==> src/rtl/instr_fetch.sv <==
// Sequential instruction-fetch front end: owns the PC, issues one word request
// at a time to instruction memory and holds the returned instruction for decode.
module instr_fetch #(
  parameter logic [31:0] RESET_PC = 32'h0000_0000
) (
  input  logic        clk,
  input  logic        rst_n,
  output logic        imem_req_valid,
  input  logic        imem_req_ready,
  output logic [31:0] imem_req_addr,
  input  logic        imem_rsp_valid,
  input  logic [31:0] imem_rsp_data,
  input  logic        branch_taken,
  input  logic [31:0] branch_target,
  input  logic        stall,
  output logic        instr_valid,
  output logic [31:0] instr,
  output logic [5:0]  opcode,
  output logic [31:0] instr_pc,
  output logic [31:0] pc_plus4
);

  typedef enum logic [1:0] {
    S_FETCH,
    S_WAIT,
    S_DISCARD
  } state_e;

  state_e      state_q, state_d;
  logic [31:0] pc_q, pc_d;
  logic [31:0] req_pc_q, req_pc_d;
  logic [31:0] instr_q, instr_d;
  logic [31:0] instr_pc_q, instr_pc_d;
  logic        instr_valid_q, instr_valid_d;

  logic req_valid;
  logic handshake;
  logic consume;

  always_comb begin
    // NOTE: every signal gets a default first so no path leaves it unassigned,
    // which would otherwise infer a latch.
    state_d       = state_q;
    pc_d          = pc_q;
    req_pc_d      = req_pc_q;
    instr_d       = instr_q;
    instr_pc_d    = instr_pc_q;
    instr_valid_d = instr_valid_q;

    req_valid = rst_n && (state_q == S_FETCH) && (!instr_valid_q || !stall);
    handshake = req_valid && imem_req_ready;
    consume   = instr_valid_q && !stall;

    if (consume) begin
      instr_valid_d = 1'b0;
    end

    case (state_q)
      S_FETCH: begin
        if (handshake) begin
          req_pc_d = pc_q;
          pc_d     = pc_q + 32'd4;
          // The request still goes out at the old PC; its response must be dropped.
          state_d  = branch_taken ? S_DISCARD : S_WAIT;
        end
      end
      S_WAIT: begin
        if (imem_rsp_valid) begin
          state_d = S_FETCH;
          if (!branch_taken) begin
            instr_d       = imem_rsp_data;
            instr_pc_d    = req_pc_q;
            instr_valid_d = 1'b1;
          end
        end else if (branch_taken) begin
          state_d = S_DISCARD;
        end
      end
      S_DISCARD: begin
        if (imem_rsp_valid) begin
          state_d = S_FETCH;
        end
      end
      default: state_d = S_FETCH;
    endcase

    if (branch_taken) begin
      pc_d          = branch_target & ~32'h3;
      instr_valid_d = 1'b0;
    end
  end

  always_ff @(posedge clk) begin
    // NOTE: the reset is synchronous; every register here is plain state (no
    // memory arrays), so each one is given a defined reset value.
    if (!rst_n) begin
      state_q       <= S_FETCH;
      pc_q          <= RESET_PC;
      req_pc_q      <= 32'h0;
      instr_q       <= 32'h0;
      instr_pc_q    <= 32'h0;
      instr_valid_q <= 1'b0;
    end else begin
      // NOTE: non-blocking assignments so every flop samples the pre-edge values.
      state_q       <= state_d;
      pc_q          <= pc_d;
      req_pc_q      <= req_pc_d;
      instr_q       <= instr_d;
      instr_pc_q    <= instr_pc_d;
      instr_valid_q <= instr_valid_d;
    end
  end

  assign imem_req_valid = req_valid;
  assign imem_req_addr  = pc_q;
  assign instr_valid    = instr_valid_q;
  assign instr          = instr_q;
  assign opcode         = instr_q[31:26];
  assign instr_pc       = instr_pc_q;
  assign pc_plus4       = instr_pc_q + 32'd4;

endmodule

==> config.mk <==
export PLATFORM = sky130hd
export DESIGN_NAME = instr_fetch
export DESIGN_NICKNAME = d
export VERILOG_FILES = /design/src/rtl/instr_fetch.sv
export SDC_FILE = /design/constraint.sdc
export NUM_CORES = 1
export LEC_CHECK = 0
export CAP_MARGIN = 20
export CORE_ASPECT_RATIO = 0.8
export CORE_MARGIN = 4
export CORE_UTILIZATION = 40
export CTS_BUF_LIST = sky130_fd_sc_hd__clkbuf_16
export DETAILED_ROUTE_END_ITERATION = 10
export PLACE_DENSITY_LB_ADDON = 0.3
export SYNTH_ARGS = -nofsm -noshare
export SYNTH_HDL_FRONTEND = slang
export SYNTH_SLANG_ARGS = --single-unit
==> constraint.sdc <==
create_clock -name clk -period 2.3 [get_ports clk]
set_clock_uncertainty 0.1 [all_clocks]
set_input_delay 0.69 -clock clk [delete_from_list [all_inputs] [get_ports clk]]
set_output_delay 0.69 -clock clk [all_outputs]
set_load 0.01 [all_outputs]
# ---- Word level (Yosys, flattened, before mapping)
# Index checks and enable logic that the tools add are counted.
dict set report word_totals {
  wordCells 43
  input_bits 70
  reg_bits 131
  output_inout_bits 136
}
dict set report classes {
  n_addsub 2
  reduce_logical 15
  eq_ne 5
  n_mux 12
  bitwise_logic 2
}
# op count
set op_table {}
lappend op_table {{$mux 32} 3}
lappend op_table {{$add 32x3->32 const B} 2}
lappend op_table {{$mux 2} 5}
lappend op_table {{$pmux 2 s3} 1}
lappend op_table {{$reduce_and 3->1} 2}
lappend op_table {{$logic_and 1x1->1} 4}
lappend op_table {{$ne 2x2->1 const B} 2}
lappend op_table {{$reduce_and 2->1} 2}
lappend op_table {{$reduce_bool 2->1} 2}
lappend op_table {{$mux 1} 3}
lappend op_table {{$ne 3x3->1 const B} 1}
lappend op_table {{$eq 2x1->1 const B} 1}
lappend op_table {{$eq 2x2->1 const B} 1}
lappend op_table {{$logic_not 1->1} 2}
lappend op_table {{$logic_not 2->1} 1}
lappend op_table {{$not 1->1} 2}
lappend op_table {{$reduce_or 2->1} 1}
lappend op_table {{$logic_or 1x1->1} 1}

# ---- Longest topological paths before layout
# Gate-level depths: netlist of the first run.
dict set report depth {
  word_depth 7
  depth_mapped 6
  ltp_nobuf 6
}

# ---- Least setup slack after synthesis of the first run
# Ideal clock, no wire load.
dict set report synth_path {
  kind {register -> output}
  from {reg instr_pc_q[2], in the netlist instr_pc[2]}
  to {out pc_plus4[26]}
  path_slack_ns -0.243
  arrival_ns 1.753
  required_ns 1.510
  stages_incl_launch_ff 7
  cell_sequence {dfxtp_1 > ha_1 > and4_1 > and2_1 > nand3_1 > nor4_1 > xor2_1}
}
dict set report synth_via {
  elab_chain_len 1
}
# element line
set synth_rtl {}
lappend synth_rtl {{start, declared} 33} ;# logic [31:0] instr_pc_q, instr_pc_d;
lappend synth_rtl {{start signal, assigned} 109} ;# instr_pc_q <= instr_pc_d;
lappend synth_rtl {{$add 32x3->32} 120} ;# assign pc_plus4 = instr_pc_q + 32'd4;
lappend synth_rtl {{end, declared} 20} ;# output logic [31:0] pc_plus4
# Every way passes these cells.

# ---- Worst setup path after layout of the first run
dict set report layout_path {
  from {reg instr_pc_q[3], in the netlist instr_pc[3]}
  to {out pc_plus4[30]}
}
# Same word-level chain as after synthesis.

==> summary.txt, run 1 <==
Outcome
  – Status: finished, violations left
  – Failing checks: setup timing

Floorplan
  – Ports: 206
  – Starting Density: 41.0%
  – # rows: 38
  – Die Ht: 114 um
  – Die Area: 15900 um^2
  – Die Width: 140 um
  – CORE AREA: 13600 um^2

Pwr
  – Overall Power: 5.26 mW
  – VDD IR max: 448 uV
  – Leak: 3.41 nW
  – PD cells: 590 nW/um^2

Logic synthesis
  – Post-synth EDFFs: 0
  – Synth Cell Area: 5570 um^2
  – Register area share after synthesis: 44.9%
  – Count leader, synth: nand2_1
  – Synth warn: 0
  – Syn avg cell area: 7.68 um^2
  – FFs w/ async S/R, synth: 0%
  – Synth top area cells: dfxtp_1 45%, nand2_1 14%, a21oi_1 10%, xnor2_1 6.0%, clkbuf_1 2.7%
  – Post-synthesis register bit count: 125
  – Top FF cell, synth: dfxtp_1
  – Yosys top cell area share: 44.9%
  – Post-synth top area cell: dfxtp_1
  – Cells after Synth: 725
  – Count of cell types in the netlist: 39
  – Top post-synthesis cells by count: 211 x nand2_1, 125 x dfxtp_1, 116 x a21oi_1

Cells and area
  – P&R area growth vs syn: 60.2%
  – Share of layout cells above drive strength 1: 20.1%
  – # diodes: 0
  – Nets: 1048
  – Finished Cell Area: 8920 um^2
  – Post-Layout Cell Count: 1168

STA
  – Hold Fails Final Rpt: 0
  – Fin. max-slew vios: 0
  – Setup-failing EPs final: 25
  – Hold Worst Slack: 0.347 ns
  – Period utilisation layout: 120%
  – Minimum clock period: 2.76 ns
  – RSZ-0062 raised after global routing: true
  – Final WS setup: -0.459 ns
  – Fmax: 363 MHz

Global route
  – GRT overflow: 0
  – Largest net degree at the start of global routing: 63
  – Antenna violations before repair: 0
  – First-pass GRT wire length: 28000 um
  – Vias in the first global route: 5461
  – GR Util All Layers: 21.6%

CTS
  – Bufs on Longest Clock Path: 2
  – Clk sinks: 125
  – Root buf cell: clkbuf_16
  – TritonCTS buffer count: 17
  – Clock Pin Slew Worst Setup and Hold Paths: 0.06 ns
  – Clk_lat worst skew: 0.41 ns
  – # hold bufs at CTS: 0
  – CTS tree: built
  – H-tree depth: 4

Route
  – Final ANT Viol Nets: 0
  – Avg WL per Cell: 15.0 um
  – DRT Pass-1 Iters: 4
  – Total Wirelength: 17500 um
  – # DRC: 0
  – Via count: 5762
  – First DRT Iteration DRCs: 464
  – Routed vias/inst: 4.93

Worst setup path
  – Max FO, Critical Path: 8
  – Crit path required time: 1.51 ns
  – CP Class: register to output port
  – CP arrival: 1.97 ns
  – Startpoint Class: register
  – Crit path capture type: output port

Placement
  – Placed Instances: 1128
  – Placed inst area: 8280 um^2
  – Gpl congestion: 0.881
  – PortBufs: 197
  – Hpwl dp: 12500 um

Worst hold path
  – Worst hold path type: register to register

Flow run
  – Max-Cap Viols: 0
-- power by group --
part           internal [mW]  switching, mW
registers               2.23         0.0733
logic                  0.293          0.251
clock network           1.46          0.957
-- stage by stage --
step                      worst slack, ns  TNS (ns)  util, %
after detailed placement           -0.561    -19.76     60.9
final                              -0.459     -7.36     65.6
after CTS                          -0.492     -7.88     64.9
after global placement             -0.534    -16.55     60.9
after floorplan                  -0.00749  -0.00749        -
after global routing               -0.559     -9.64     65.6
-- registers in the layout, indices dropped and copies added (netlist names) --
| register | count |
|---|---|
| imem_req_addr | 30 |
| instr_pc | 30 |
| instr | 32 |
| state_q | 2 |
| req_pc_q | 30 |
| instr_valid | 1 |
-- worst max-delay path: stages (launching register included) --
cell,delay [ns]
dfxtp_2,0.35
ha_4,0.13
and4_4,0.22
and2_4,0.16
nand3_4,0.16
nor3_4,0.24
xnor2_1,0.14
buf_2,0.15
-- kinds of logic after synthesis --
family | Yosys count | synth area share [%]
compound gates | 153 | 14.6
xor+xnor | 55 | 8.65
fa+ha+maj | 2 | 0.449
buf+inv | 67 | 5.48
flops | 125 | 44.9
mux | 2 | 0.359
other cells | 1 | 0.0673
simple gates | 320 | 25.5
-- final timing paths --
path	slack, ns	endpoint	startpoint	cells after the start
worst max-delay path	-0.46	pc_plus4[30]	instr_pc[3]	7
worst min-delay path	0.35	instr_pc[12]	req_pc_q[12]	2
worst max register to register	0.32	imem_req_addr[19]	imem_req_addr[4]	5
worst min register to register	0.35	instr_pc[12]	req_pc_q[12]	2
-- final cells by class --
| type | count | area [um^2] |
|---|---|---|
| fillers | 1199 | 4670 |
| multi-input cells | 538 | 3030 |
| repair buffers | 281 | 2560 |
| flip-flops and latches | 125 | 2530 |
| clock buffers | 17 | 425 |
| well taps | 180 | 225 |
| clock inverters | 14 | 108 |
| inverters | 13 | 50.0 |
-- routing by layer --
metal / up-vias / track usage, % / wire, um
met5: - / 0 / 0
met4: 0 / 5.36 / 132
met3: 13 / 4.74 / 1000
met2: 161 / 35.4 / 8120
met1: 2662 / 29.3 / 8280
li1: 2926 / - / -
-- layout by cell type (no fill, tap or decap), types with 3 or more instances in the layout --
| cell | synthesis | routed |
|---|---|---|
| nand2_1 | 211 | 207 |
| clkdlybuf4s50_1 | 0 | 164 |
| a21oi_1 | 116 | 116 |
| dfxtp_1 | 125 | 103 |
| buf_4 | 12 | 74 |
| xnor2_1 | 38 | 36 |
| buf_2 | 1 | 26 |
| dfxtp_2 | 0 | 22 |
| nand3_1 | 23 | 21 |
| o21ai_0 | 19 | 19 |
| xor2_1 | 17 | 17 |
| clkbuf_16 | 0 | 17 |
| inv_1 | 12 | 15 |
| nor2_1 | 16 | 10 |
| nand4_1 | 9 | 9 |
| nor3_1 | 17 | 9 |
| and3_1 | 10 | 8 |
| nor4_1 | 10 | 8 |
| o22ai_1 | 8 | 8 |
| conb_1 | 1 | 6 |
| buf_12 | 0 | 6 |
| nor3_4 | 0 | 5 |
| and2_1 | 6 | 5 |
| nor2_4 | 0 | 4 |
| and4_4 | 1 | 4 |
| clkinv_2 | 0 | 4 |
| and4_1 | 7 | 4 |
| clkinvlp_4 | 0 | 4 |
| dlygate4sd2_1 | 0 | 4 |
| buf_6 | 1 | 4 |
| nor3_2 | 0 | 3 |
-- what timing repair did --
action                                  in CTS  in global routing
endpoints found under the setup margin      32                 37
pin swaps                                   26                 15
buffers inserted                             4                  6
resized for setup                          133                 26
No activity file was read; power rests on OpenSTA's default activity.
==> run 2: changes to the inputs <==
--- a/config.mk
+++ b/config.mk
@@ -8,10 +8,11 @@
 export CAP_MARGIN = 20
 export CORE_ASPECT_RATIO = 0.8
 export CORE_MARGIN = 4
-export CORE_UTILIZATION = 40
+export CORE_UTILIZATION = 45
 export CTS_BUF_LIST = sky130_fd_sc_hd__clkbuf_16
 export DETAILED_ROUTE_END_ITERATION = 10
 export PLACE_DENSITY_LB_ADDON = 0.3
+export SLEW_MARGIN = 20
 export SYNTH_ARGS = -nofsm -noshare
 export SYNTH_HDL_FRONTEND = slang
 export SYNTH_SLANG_ARGS = --single-unit
==> constraint.sdc (replaced) <==
create_clock -name clk -period 2.9 [get_ports clk]
set_clock_uncertainty 0.1 [all_clocks]
set_input_delay 0.87 -clock clk [delete_from_list [all_inputs] [get_ports clk]]
set_output_delay 0.87 -clock clk [all_outputs]
set_load 0.01 [all_outputs]
==> summary.txt, run 2 (synthesized netlist as in run 1, its figures left out) <==
Outcome
  – Status: finished, violations left
  – Failing checks: setup timing

Floorplan
  – Die Area: 14200 um^2 (-10%)
  – Starting Density: 45.8% (+4.8 points)
  – Ports: 206 (unchanged)
  – # rows: 36 (-5.3%)
  – Die Ht: 108 um (-5.3%)
  – CORE AREA: 12200 um^2 (-11%)
  – Die Width: 132 um (-5.4%)

Worst hold path
  – Worst hold path type: register to register
  – Hold_sp: instr[12]
  – Hold-critical path endpoint: instr[12]
  – Hold path depth: 2 (unchanged)

STA
  – RSZ-0062 raised after global routing: true
  – Final WS setup: -0.170 ns (+0.289 ns)
  – Minimum clock period: 3.07 ns
  – Hold Worst Slack: 0.351 ns (+0.00450 ns)
  – Period utilisation layout: 106%
  – Hold Fails Final Rpt: 0 (unchanged)
  – Setup tns final: -0.733 ns (+6.63 ns)
  – Setup-failing EPs final: 7 (-72%)
  – Fmax: 326 MHz
  – Fin. max-slew vios: 0 (unchanged)

Placement
  – PortBufs: 197 (unchanged)
  – Placed inst area: 7950 um^2 (-4.0%)
  – Placed Instances: 1079 (-4.3%)
  – Hpwl dp: 11900 um (-4.8%)
  – Place WS: -0.287 ns (+0.274 ns)
  – Gpl congestion: 0.857 (-2.7%)

Worst setup path
  – CP arrival: 2.10 ns (+0.13 ns)
  – Worst r2r path cells: 5 (unchanged)
  – FF-to-FF End: imem_req_addr[27]
  – FF-to-FF Start: imem_req_addr[9]
  – Crit path capture type: output port
  – CP Class: register to output port
  – Startpoint Class: register
  – Crit path required time: 1.93 ns (+0.42 ns)
  – Reg-to-reg setup timing slack: 0.78 ns (+0.46 ns)
  – Max FO, Critical Path: 6 (-2)

Cells and area
  – Commonest non-fill, non-tap cell in the layout: nand2_1
  – Post-Layout Cell Count: 1124 (-3.8%)
  – Nets: 1031 (-1.6%)
  – Share of layout cells above drive strength 1: 16.0% (-4.1 points)
  – # diodes: 0 (unchanged)
  – Post-layout util: 71.6% (+6.0 points)
  – Commonest non-fill, non-tap cells in the layout: 209 x nand2_1, 169 x clkdlybuf4s50_1, 117 x dfxtp_1
  – Max reg flops: 32 (unchanged)
  – P&R area growth vs syn: 56.3%
  – Finished Cell Area: 8710 um^2 (-2.4%)

Pwr
  – Leak: 3.27 nW (-4.1%)
  – NetSw: 1.03 mW (-20%)
  – Comb power frac: 9.8% (-0.5 points)
  – Internal: 3.07 mW (-23%)
  – Net Sw Frac: 25.1% (+0.78 points)
  – VDD IR max: 328 uV (-27%)
  – Clock share of power: 45.3% (-0.6 points)
  – PD cells: 470 nW/um^2 (-20%)
  – Overall Power: 4.09 mW (-22%)
  – Sequential Power Share: 44.9% (+1.1 points)

Route
  – Avg WL per Cell: 15.5 um (+3.2%)
  – Total Wirelength: 17400 um (-0.69%)
  – Routed vias/inst: 5.19 (+5.3%)
  – First DRT Iteration DRCs: 471 (+1.5%)
  – # DRC: 0 (unchanged)
  – DRT Pass-1 Iters: 4 (unchanged)
  – Via count: 5837 (+1.3%)
  – Final ANT Viol Nets: 0 (unchanged)

CTS
  – Clk sinks: 125 (unchanged)
  – TritonCTS buffer count: 17 (unchanged)
  – Clk_lat worst skew: 0.41 ns (about the same)
  – H-tree depth: 4 (unchanged)
  – CTS tree: built
  – Root buf cell: clkbuf_16
  – Clock Pin Slew Worst Setup and Hold Paths: 0.06 ns (about the same)
  – Bufs on Longest Clock Path: 2 (unchanged)

Global route
  – Largest net degree at the start of global routing: 63 (unchanged)
  – First-pass GRT wire length: 27600 um (-1.5%)
  – Vias in the first global route: 5555 (+1.7%)
  – GR Util All Layers: 23.6% (+2.0 points)
  – GRT overflow: 0 (unchanged)
  – Antenna violations before repair: 0 (unchanged)

Flow run
  – Max-Cap Viols: 0 (unchanged)
[run 2: per-layer routing]
layer | global-route usage, % | wire length, um | vias to the layer above
li1 | - | - | 2896
met1 | 30.7 | 7630 | 2730
met2 | 39.4 | 8450 | 187
met3 | 5.84 | 1060 | 24
met4 | 6.45 | 274 | 0
met5 | 0 | 0 | -
[run 2: what timing repair did]
action | 4_1_cts | 5_1_grt
endpoints found under the hold margin | 0 | 0
resized for setup | 96 | 39
setup endpoints to repair | 26 | 22
pin swaps | 4 | 14
setup buffers | 3 | 10
hold buffers | 0 | 0
[run 2: worst max path at each step]
stage | start | to | slack, ns | cells after the start
after global placement | stall | imem_req_valid | -0.30 | 4
after global routing | instr_pc[3] | pc_plus4[28] | -0.25 | 9
after CTS | instr_pc[2] | pc_plus4[24] | -0.14 | 9
final | instr_pc[3] | pc_plus4[28] | -0.17 | 9
after floorplan | instr_pc[2] | pc_plus4[26] | 0.18 | 6
after detailed placement | stall | imem_req_valid | -0.29 | 4
[run 2: power groups by stage]
stage	clock network (mW)	logic (mW)	registers, mW
global placement	0	0.394	1.87
global route	1.95	0.437	1.84
detailed placement	0	0.399	1.87
floorplan	0	0.169	1.87
CTS	1.88	0.403	1.83
finish	1.85	0.403	1.84
[run 2: area by class of cell]
cell class	instances	area, um^2
fill	975	3450
multi-input combinational	538	2980
sequential	125	2510
timing repair buffer	264	2450
clock buffer	17	425
tap	152	190
clock inverter	15	97.6
inverter	13	50.0
[run 2: critical path, cell delays in order (launching register included)]
cell	delay, ns
dfxtp_2	0.35
ha_4	0.14
and4_4	0.22
and2_4	0.15
nand3_4	0.07
buf_8	0.15
buf_6	0.11
nor3_4	0.16
xor2_1	0.17
buf_2	0.15
